===== src/rtl/core_pkg.sv =====
// Shared types and constants for the multi-cycle core sequencer.
package core_pkg;

  typedef enum logic [2:0] {
    ST_FETCH_REQ  = 3'd0,
    ST_FETCH_WAIT = 3'd1,
    ST_EXEC       = 3'd2,
    ST_MEM_REQ    = 3'd3,
    ST_MEM_WAIT   = 3'd4,
    ST_WB         = 3'd5,
    ST_HALT       = 3'd6
  } seq_state_t;

  typedef enum logic [1:0] {
    TRAP_NONE    = 2'd0,
    TRAP_IFETCH  = 2'd1,
    TRAP_LSU     = 2'd2,
    TRAP_TIMEOUT = 2'd3
  } trap_cause_t;

  localparam logic [31:0] NOP_INST     = 32'h0000_0013;
  localparam logic [31:0] DEF_PC_RESET = 32'h8000_0000;

  // States that wait on a bus and are therefore guarded by the watchdog.
  function automatic logic is_bus_state(input seq_state_t s);
    return (s == ST_FETCH_REQ) || (s == ST_FETCH_WAIT) ||
           (s == ST_MEM_REQ)   || (s == ST_MEM_WAIT);
  endfunction

endpackage


===== src/rtl/seq_wdog.sv =====
// Bus watchdog: counts enabled cycles, cleared on every sequencer state change.
module seq_wdog #(
  parameter int unsigned TIMEOUT_CYC = 1024
) (
  input  logic clk_i,
  input  logic rst_i,
  input  logic clr_i,
  input  logic en_i,
  output logic expire_o
);

  localparam int unsigned W = $clog2(TIMEOUT_CYC);

  logic [W-1:0] cnt_q;

  always_ff @(posedge clk_i or posedge rst_i) begin
    if (rst_i) begin
      cnt_q <= '0;
    end else if (clr_i) begin
      cnt_q <= '0;
    end else if (en_i) begin
      cnt_q <= cnt_q + W'(1);
    end
  end

  assign expire_o = en_i && (cnt_q == W'(TIMEOUT_CYC - 1));

endmodule


===== src/rtl/mc_core_seq.sv =====
// Multi-cycle instruction sequencer: owns the PC and steps each instruction
// through fetch/execute/memory/writeback with handshaked memories.
module mc_core_seq
  import core_pkg::*;
#(
  parameter int unsigned     XLEN        = 32,
  parameter logic [XLEN-1:0] PC_RESET    = XLEN'(DEF_PC_RESET),
  parameter int unsigned     TIMEOUT_CYC = 1024,
  parameter int unsigned     CNT_W       = 64
) (
  input  logic             clk_i,
  input  logic             rst_i,
  output logic             ifu_req_valid_o,
  input  logic             ifu_req_ready_i,
  output logic [XLEN-1:0]  ifu_addr_o,
  input  logic             ifu_resp_valid_i,
  input  logic [31:0]      ifu_resp_inst_i,
  input  logic             ifu_resp_err_i,
  output logic [31:0]      inst_o,
  output logic [XLEN-1:0]  pc_o,
  input  logic             idu_is_load_i,
  input  logic             idu_is_store_i,
  input  logic             idu_wen_reg_i,
  input  logic             idu_is_ebreak_i,
  input  logic [XLEN-1:0]  exu_npc_i,
  output logic             lsu_req_valid_o,
  input  logic             lsu_req_ready_i,
  input  logic             lsu_resp_valid_i,
  input  logic             lsu_resp_err_i,
  input  logic [XLEN-1:0]  lsu_rdata_i,
  output logic [XLEN-1:0]  ld_data_o,
  output logic             reg_wen_o,
  output logic             commit_o,
  output logic             halt_o,
  output logic             trap_o,
  output logic [1:0]       trap_cause_o,
  output logic [CNT_W-1:0] instret_o
);

  seq_state_t       state_q, state_d;
  trap_cause_t      cause_q, cause_d;
  logic [XLEN-1:0]  pc_q, npc_q, ld_data_q;
  logic [31:0]      inst_q;
  logic [CNT_W-1:0] instret_q;
  logic             halt_q, trap_q;
  logic             set_halt, set_trap, inst_en, ld_en;
  logic             wdog_expire;

  seq_wdog #(
    .TIMEOUT_CYC(TIMEOUT_CYC)
  ) u_wdog (
    .clk_i    (clk_i),
    .rst_i    (rst_i),
    .clr_i    (state_d != state_q),
    .en_i     (is_bus_state(state_q)),
    .expire_o (wdog_expire)
  );

  // Handshakes and responses are tested before the watchdog so they win a tie.
  always_comb begin
    state_d  = state_q;
    cause_d  = cause_q;
    set_halt = 1'b0;
    set_trap = 1'b0;
    inst_en  = 1'b0;
    ld_en    = 1'b0;
    unique case (state_q)
      ST_FETCH_REQ: begin
        if (ifu_req_ready_i) begin
          state_d = ST_FETCH_WAIT;
        end else if (wdog_expire) begin
          state_d  = ST_HALT;
          set_trap = 1'b1;
          cause_d  = TRAP_TIMEOUT;
        end
      end
      ST_FETCH_WAIT: begin
        if (ifu_resp_valid_i) begin
          if (ifu_resp_err_i) begin
            state_d  = ST_HALT;
            set_trap = 1'b1;
            cause_d  = TRAP_IFETCH;
          end else begin
            inst_en = 1'b1;
            state_d = ST_EXEC;
          end
        end else if (wdog_expire) begin
          state_d  = ST_HALT;
          set_trap = 1'b1;
          cause_d  = TRAP_TIMEOUT;
        end
      end
      ST_EXEC: begin
        if (idu_is_load_i || idu_is_store_i) begin
          state_d = ST_MEM_REQ;
        end else begin
          state_d = ST_WB;
        end
      end
      ST_MEM_REQ: begin
        if (lsu_req_ready_i) begin
          state_d = ST_MEM_WAIT;
        end else if (wdog_expire) begin
          state_d  = ST_HALT;
          set_trap = 1'b1;
          cause_d  = TRAP_TIMEOUT;
        end
      end
      ST_MEM_WAIT: begin
        if (lsu_resp_valid_i) begin
          if (lsu_resp_err_i) begin
            state_d  = ST_HALT;
            set_trap = 1'b1;
            cause_d  = TRAP_LSU;
          end else begin
            ld_en   = idu_is_load_i;
            state_d = ST_WB;
          end
        end else if (wdog_expire) begin
          state_d  = ST_HALT;
          set_trap = 1'b1;
          cause_d  = TRAP_TIMEOUT;
        end
      end
      ST_WB: begin
        if (idu_is_ebreak_i) begin
          state_d  = ST_HALT;
          set_halt = 1'b1;
        end else begin
          state_d = ST_FETCH_REQ;
        end
      end
      ST_HALT: begin
        state_d = ST_HALT;
      end
      default: begin
        state_d = ST_HALT;
      end
    endcase
  end

  always_ff @(posedge clk_i or posedge rst_i) begin
    if (rst_i) begin
      state_q   <= ST_FETCH_REQ;
      pc_q      <= PC_RESET;
      npc_q     <= PC_RESET;
      inst_q    <= NOP_INST;
      ld_data_q <= '0;
      instret_q <= '0;
      halt_q    <= 1'b0;
      trap_q    <= 1'b0;
      cause_q   <= TRAP_NONE;
    end else begin
      state_q <= state_d;
      cause_q <= cause_d;
      if (inst_en) inst_q <= ifu_resp_inst_i;
      // npc is captured in EXEC so a WB write to rs1 cannot disturb the PC update.
      if (state_q == ST_EXEC) npc_q <= exu_npc_i;
      if (ld_en) ld_data_q <= lsu_rdata_i;
      if (state_q == ST_WB) begin
        pc_q      <= npc_q;
        instret_q <= instret_q + CNT_W'(1);
      end
      if (set_halt) halt_q <= 1'b1;
      if (set_trap) trap_q <= 1'b1;
    end
  end

  // Fetch strobe is masked while reset is held so no request escapes during it.
  assign ifu_req_valid_o = (state_q == ST_FETCH_REQ) && !rst_i;
  assign lsu_req_valid_o = (state_q == ST_MEM_REQ);
  assign commit_o        = (state_q == ST_WB);
  assign reg_wen_o       = commit_o && idu_wen_reg_i && !idu_is_store_i;
  assign ifu_addr_o      = pc_q;
  assign pc_o            = pc_q;
  assign inst_o          = inst_q;
  assign ld_data_o       = ld_data_q;
  assign instret_o       = instret_q;
  assign halt_o          = halt_q;
  assign trap_o          = trap_q;
  assign trap_cause_o    = cause_q;

endmodule


===== config.mk =====
export PLATFORM = sky130hd
export DESIGN_NAME = mc_core_seq
export DESIGN_NICKNAME = d
export VERILOG_FILES = /design/src/rtl/core_pkg.sv /design/src/rtl/seq_wdog.sv /design/src/rtl/mc_core_seq.sv
export SDC_FILE = /design/constraint.sdc
export NUM_CORES = 1
export LEC_CHECK = 0
export ABC_AREA = 1
export CAP_MARGIN = 20
export CORE_MARGIN = 2
export CORE_UTILIZATION = 47
export DETAILED_ROUTE_END_ITERATION = 12
export DONT_BUFFER_PORTS = 1
export PLACE_DENSITY = 0.69
export SLEW_MARGIN = 20
export SYNTH_ARGS = -nofsm -noshare
export SYNTH_HDL_FRONTEND = slang
export SYNTH_SLANG_ARGS = --single-unit
export TNS_END_PERCENT = 1

===== constraint.sdc =====
create_clock -name clk_i -period 8.52 [get_ports clk_i]
set_input_delay 1.704 -clock clk_i [delete_from_list [all_inputs] [get_ports clk_i]]
set_output_delay 1.704 -clock clk_i [all_outputs]
set_load 0.01 [all_outputs]

### Word-level counts from Yosys, hierarchy flattened

Cells that the tools add are included.

| operators by class | value |
|---|---|
| add/sub/neg operators | 2 |
| mux-type cells | 36 |
| eq/ne operators | 11 |
| reductions and logical operators | 14 |

Operators with widths:

| operator | number |
|---|---|
| $add 64x1->64 const B | 1 |
| $mux 3 | 8 |
| $mux 10 | 2 |
| $pmux 3 s6 | 1 |
| $mux 2 | 8 |
| $mux 1 | 15 |
| $add 10x1->10 const B | 1 |
| $eq 10x10->1 const B | 1 |
| $pmux 2 s4 | 1 |
| $eq 3x2->1 const B | 2 |
| $eq 3x3->1 const B | 2 |
| $ne 3x3->1 const B | 2 |
| $reduce_and 5->1 | 1 |
| $logic_and 1x1->1 | 4 |
| $logic_or 1x1->1 | 4 |
| $ne 2x2->1 const B | 2 |
| $pmux 1 s4 | 1 |
| $reduce_bool 4->1 | 1 |
| $eq 3x1->1 const B | 1 |
| $logic_not 3->1 | 1 |
| $ne 3x3->1 | 1 |
| $logic_not 1->1 | 2 |
| $reduce_bool 2->1 | 1 |

| storage, ports and cells | value |
|---|---|
| word-level logic and storage cells | 73 |
| flip-flop bits (word level) | 209 |

### Depth between registers and ports, before layout

| depth | value |
|---|---|
| depth in word-level cells | 10 |
| gate-level depth with buffers | 12 |
| gate-level depth less buffers | 11 |

### By module

From an unflattened synthesis, not the netlist that was laid out.

| unflattened totals | value |
|---|---|
| cell total of the unflattened synthesis | 1172 |
| area, all modules | 10153.5 µm² |

By module, submodules not included:

| module | times used | area each (µm²) | sequential area each (µm²) | cells an instance |
|---|---|---|---|---|
| mc_core_seq | 1 | 9567.9 | 4986.0 | 1096 |
| seq_wdog | 1 | 585.6 | 250.2 | 76 |

### Worst setup path after synthesis

OpenSTA, ideal clock, no wires.

| timing path | value |
|---|---|
| path type | input -> output |
| start | input port rst_i |
| end | output port ifu_req_valid_o |
| buffers on the path | 0 |
| slack | 4822 ps |
| arrival time | 1994 ps |
| stages on the path | 1 |
| cells stage by stage | nor3_1 |

| between the ends | value |
|---|---|
| cells in the longest elaborated chain, start to end | 2 |

RTL lines:

| element | RTL line | text |
|---|---|---|
| start, declared | mc_core_seq.sv:12 | `input logic rst_i,` |
| $logic_not 1->1 | mc_core_seq.sv:170 | `assign ifu_req_valid_o = (state_q == ST_FETCH_REQ) && !rst_i;` |
| $logic_and 1x1->1 | mc_core_seq.sv:170 |  |
| end, declared | mc_core_seq.sv:13 | `output logic ifu_req_valid_o,` |

Every way passes these cells.

### Worst setup path in the final report

| timing path | value |
|---|---|
| start | register state_q[0] |
| end | output port reg_wen_o |

| between the ends | value |
|---|---|
| cells in the longest elaborated chain, start to end | 3 |

RTL lines:

| element | RTL line | text |
|---|---|---|
| start, declared | mc_core_seq.sv:40 | `seq_state_t state_q, state_d;` |
| start signal, assigned | mc_core_seq.sv:154 | `state_q <= state_d;` |
| $eq 3x3->1 | mc_core_seq.sv:172 | `assign commit_o = (state_q == ST_WB);` |
| via commit_o | mc_core_seq.sv:33 | `output logic commit_o,` |
| $logic_and 1x1->1 (2 in series) | mc_core_seq.sv:173 | `assign reg_wen_o = commit_o && idu_wen_reg_i && !idu_is_store_i;` |
| end, declared | mc_core_seq.sv:32 | `output logic reg_wen_o,` |

The timed path passes the listed nets, and every way through them passes these cells.

==> flow_summary.yaml <==
floorplan:
  fp.dieW_um: 151
  coreArea_um2: 21200
  rows: 53
  dieArea_um2: 22800
  die_y_um: 151
  initial_core_util_pct: 48.1
  ios: 308
synthesis:
  synth_nets: 1308
  async_reset_ff_share_pct: 100
  ys_warn_count: 0
  ys.flop_type: "dfrtp_1"
  synth_edf_count: 0
  syn_avg_cell_area_um2: 8.49
  seq_area_frac_synth_pct: 51.5
  yosysUniqueCellTypes: 41
  synth.cell_area_um2: 10200
  ys_ff_latch: 209
  synthCells: 1198
sta:
  holdWs_ns: 0.495
  finClkSkew_ns: 0.0131
  grt_setup_unrepaired: "false"
  drv_slew: 0
  tightest_slew_ns: 0.902
  timing.final.crit_share_pct: 53.5
  hold_viol: 0
  slew_headroom_pct: 39.7
  setup-tns-final_ns: 0
  setup_viol: 0
  finalCriticalPeriod_ns: 4.56
  max_freq_mhz: 219
clock_tree:
  clk_latency_ns: 0.51
  cts_inserted_buffers: 23
  cts_tree: "yes"
  cts_sinks: 209
  clk_path_buf_depth: 3
  hold_buffers: 0
  clock_tree.root_cell: "clkbuf_16"
  cts_setup_buffers: 0
  cts-resized-gates: 0
  htreeDepth: 1
  path_clk_slew_ns: 0.06
layout:
  fin_nets: 1274
  drive_above_1_share_pct: 8.21
  layout_common_cells: "nand2_1, dfrtp_1, nor2_1"
  n_antenna_cell: 0
  layout_commonest_cell: "nand2_1"
  nFillCells: 1955
  fin_area_um2: 11000
  multi_input_area_um2: 4120
  final_cells: 1456
  area_growth_pct: 7.84
  layout.area.seq_um2: 5240
power_and_ir_drop:
  p_int_uw: 1680
  p_leak_uw: 0.00527
  p_sw_uw: 429
  peakVddDrop_mv: 0.160
  swShare_pct: 20.4
  seqPwrFrac_pct: 47.6
  powerDensity_nw_per_um2: 192
  clkPwrFrac_pct: 51.3
  p_comb_share_pct: 1.1
critical_path:
  critPathKind: "reg2out"
  critPathArrivalTime_ns: 2.85
  crit_slowest_cell: "clkinv_2"
  cp-end-kind: "primary output"
  max_stage_delay_ns: 0.74
  cp-start-kind: "flop"
  worstPathMaxFanout: 86
  r2r_slack_ns: 5.71
  cp_top_family: "simple AND/OR/NAND/NOR gates"
  rr_endpoint: "instret_o[27]"
  r2r_start: "state_q[0]"
  critical_path_buf_inv_count: 2
  cp.required_ns: 6.82
  crit_chain: "inv_2 -> nor2_4 -> nand2_4 -> clkinv_2 -> nand2_1 -> nor2_1"
  reg2reg_depth: 10
global_routing:
  grt_pass1_vias: 7250
  antenna_found_initial: 0
  grt_start_max_net_pins: 131
  grt_pass1_wl_mm: 37.8
  grt.total_usage_pct: 20.9
  grt_overflow: 0
drt:
  drt-total-wl_mm: 24.4
  dr.pass1.iters: 5
  drcViolationCount: 0
  via_count: 7515
  via_per_inst: 5.16
  antenna_left: 0
  drtIter0Drc: 415
  wl_per_cell_um: 16.8
hold_path:
  hold_path_startpoint: "inst_o[1]"
  min_path_cells: 2
  holdPathEnd: "inst_o[1]"
  hp-class: "reg2reg"
status:
  status: "complete, no violations"
job:
  maxCapViolCount: 0
placed_design:
  globalplace.congestion: 0.926
  place_area_um2: 10100
  placed_cells: 1414
  place_hpwl_mm: 17.9
  port_buffers: 0
## routing by layer
layer	track usage [%]	routed length, µm
met2	35.6	12000
met5	0	0
met3	5.90	2010
met1	25.5	9600
met4	7.43	785
## metrics by stage
step	setup WS [ns]	total power [µW]	util [%]
CTS	3.92	2140	51.8
global placement	4.47	1040	47.9
global route	3.69	2180	51.8
floorplan	1.12	1040	-
detailed placement	4.49	1050	47.9
finish	3.96	2110	51.8
## registers in the layout, indices dropped and copies added, names as in the netlist
register / flops
trap_cause_o: 2
state_q: 3
ifu_addr_o: 32
ld_data_o: 32
trap_o: 1
inst_o: 32
halt_o: 1
u_wdog.cnt_q: 10
npc_q: 32
instret_o: 64
## power by group through the flow
stage / sequential, µW / clock, µW / combinational (µW)
2_1_floorplan: 1020 / 0 / 18.5
3_3_place_gp: 1020 / 0 / 24.6
3_5_place_dp: 1020 / 0 / 25.5
4_1_cts: 1000 / 1110 / 25.4
5_1_grt: 1000 / 1150 / 28.9
6_report: 1000 / 1080 / 23.8
## cells by family (layout without fill, tap and decap cells)
| family | count (synthesis) | after routing | synth area share [%] |
|---|---|---|---|
| multiplexers | 33 | 33 | 3.64 |
| XOR/XNOR | 52 | 52 | 4.48 |
| AND/OR/NAND/NOR | 647 | 647 | 27.9 |
| adder cells (fa/ha/maj) | 2 | 2 | 0.246 |
| flip-flops | 209 | 209 | 51.5 |
| buffers and inverters | 170 | 153 | 7.97 |
| AO/OA/AOI/OAI | 85 | 85 | 4.29 |
## synthesized netlist by cell type, types with 8 or more instances
| library cell | count | share of area, % |
|---|---|---|
| buf_2 | 14 | 0.69 |
| buf_4 | 33 | 2.4 |
| clkbuf_1 | 10 | 0.37 |
| dfrtp_1 | 204 | 50 |
| inv_1 | 103 | 3.8 |
| mux2_1 | 30 | 3.3 |
| nand2_1 | 391 | 14 |
| nand2_2 | 11 | 0.68 |
| nand3_1 | 34 | 1.7 |
| nand4_1 | 18 | 1.1 |
| nor2_1 | 126 | 4.7 |
| nor2_2 | 8 | 0.49 |
| nor2_4 | 8 | 0.89 |
| nor3_1 | 28 | 1.4 |
| o21ai_0 | 76 | 3.7 |
| xnor2_1 | 20 | 1.7 |
| xor2_1 | 32 | 2.8 |
## final cells by class
type / count / share of cell area (%)
clock buffer: 31 / 5.80
clock inverter: 11 / 1.75
inverter: 109 / 3.81
multi-input combinational: 819 / 37.6
sequential: 209 / 47.8
tap: 275 / 3.14
timing repair buffer: 2 / 0.171
## worst max-delay path by stage
stage                     startpoint   endpoint  depth (start not counted)
final                     state_q[0]  reg_wen_o                          6
after global routing      state_q[0]  reg_wen_o                          6
after CTS                 state_q[0]  reg_wen_o                          6
after detailed placement  state_q[0]  reg_wen_o                          6
after global placement    state_q[0]  reg_wen_o                          6
after floorplan                rst_i     halt_o                          1
## worst register-to-register path: cells and delay by family (launching register included)
family                 cells  cell delay (ns)
AND/OR/NAND/NOR            8             1.36
buffers and inverters      2             0.91
flip-flops                 1             0.43
No activity file was read; power rests on OpenSTA's default activity.
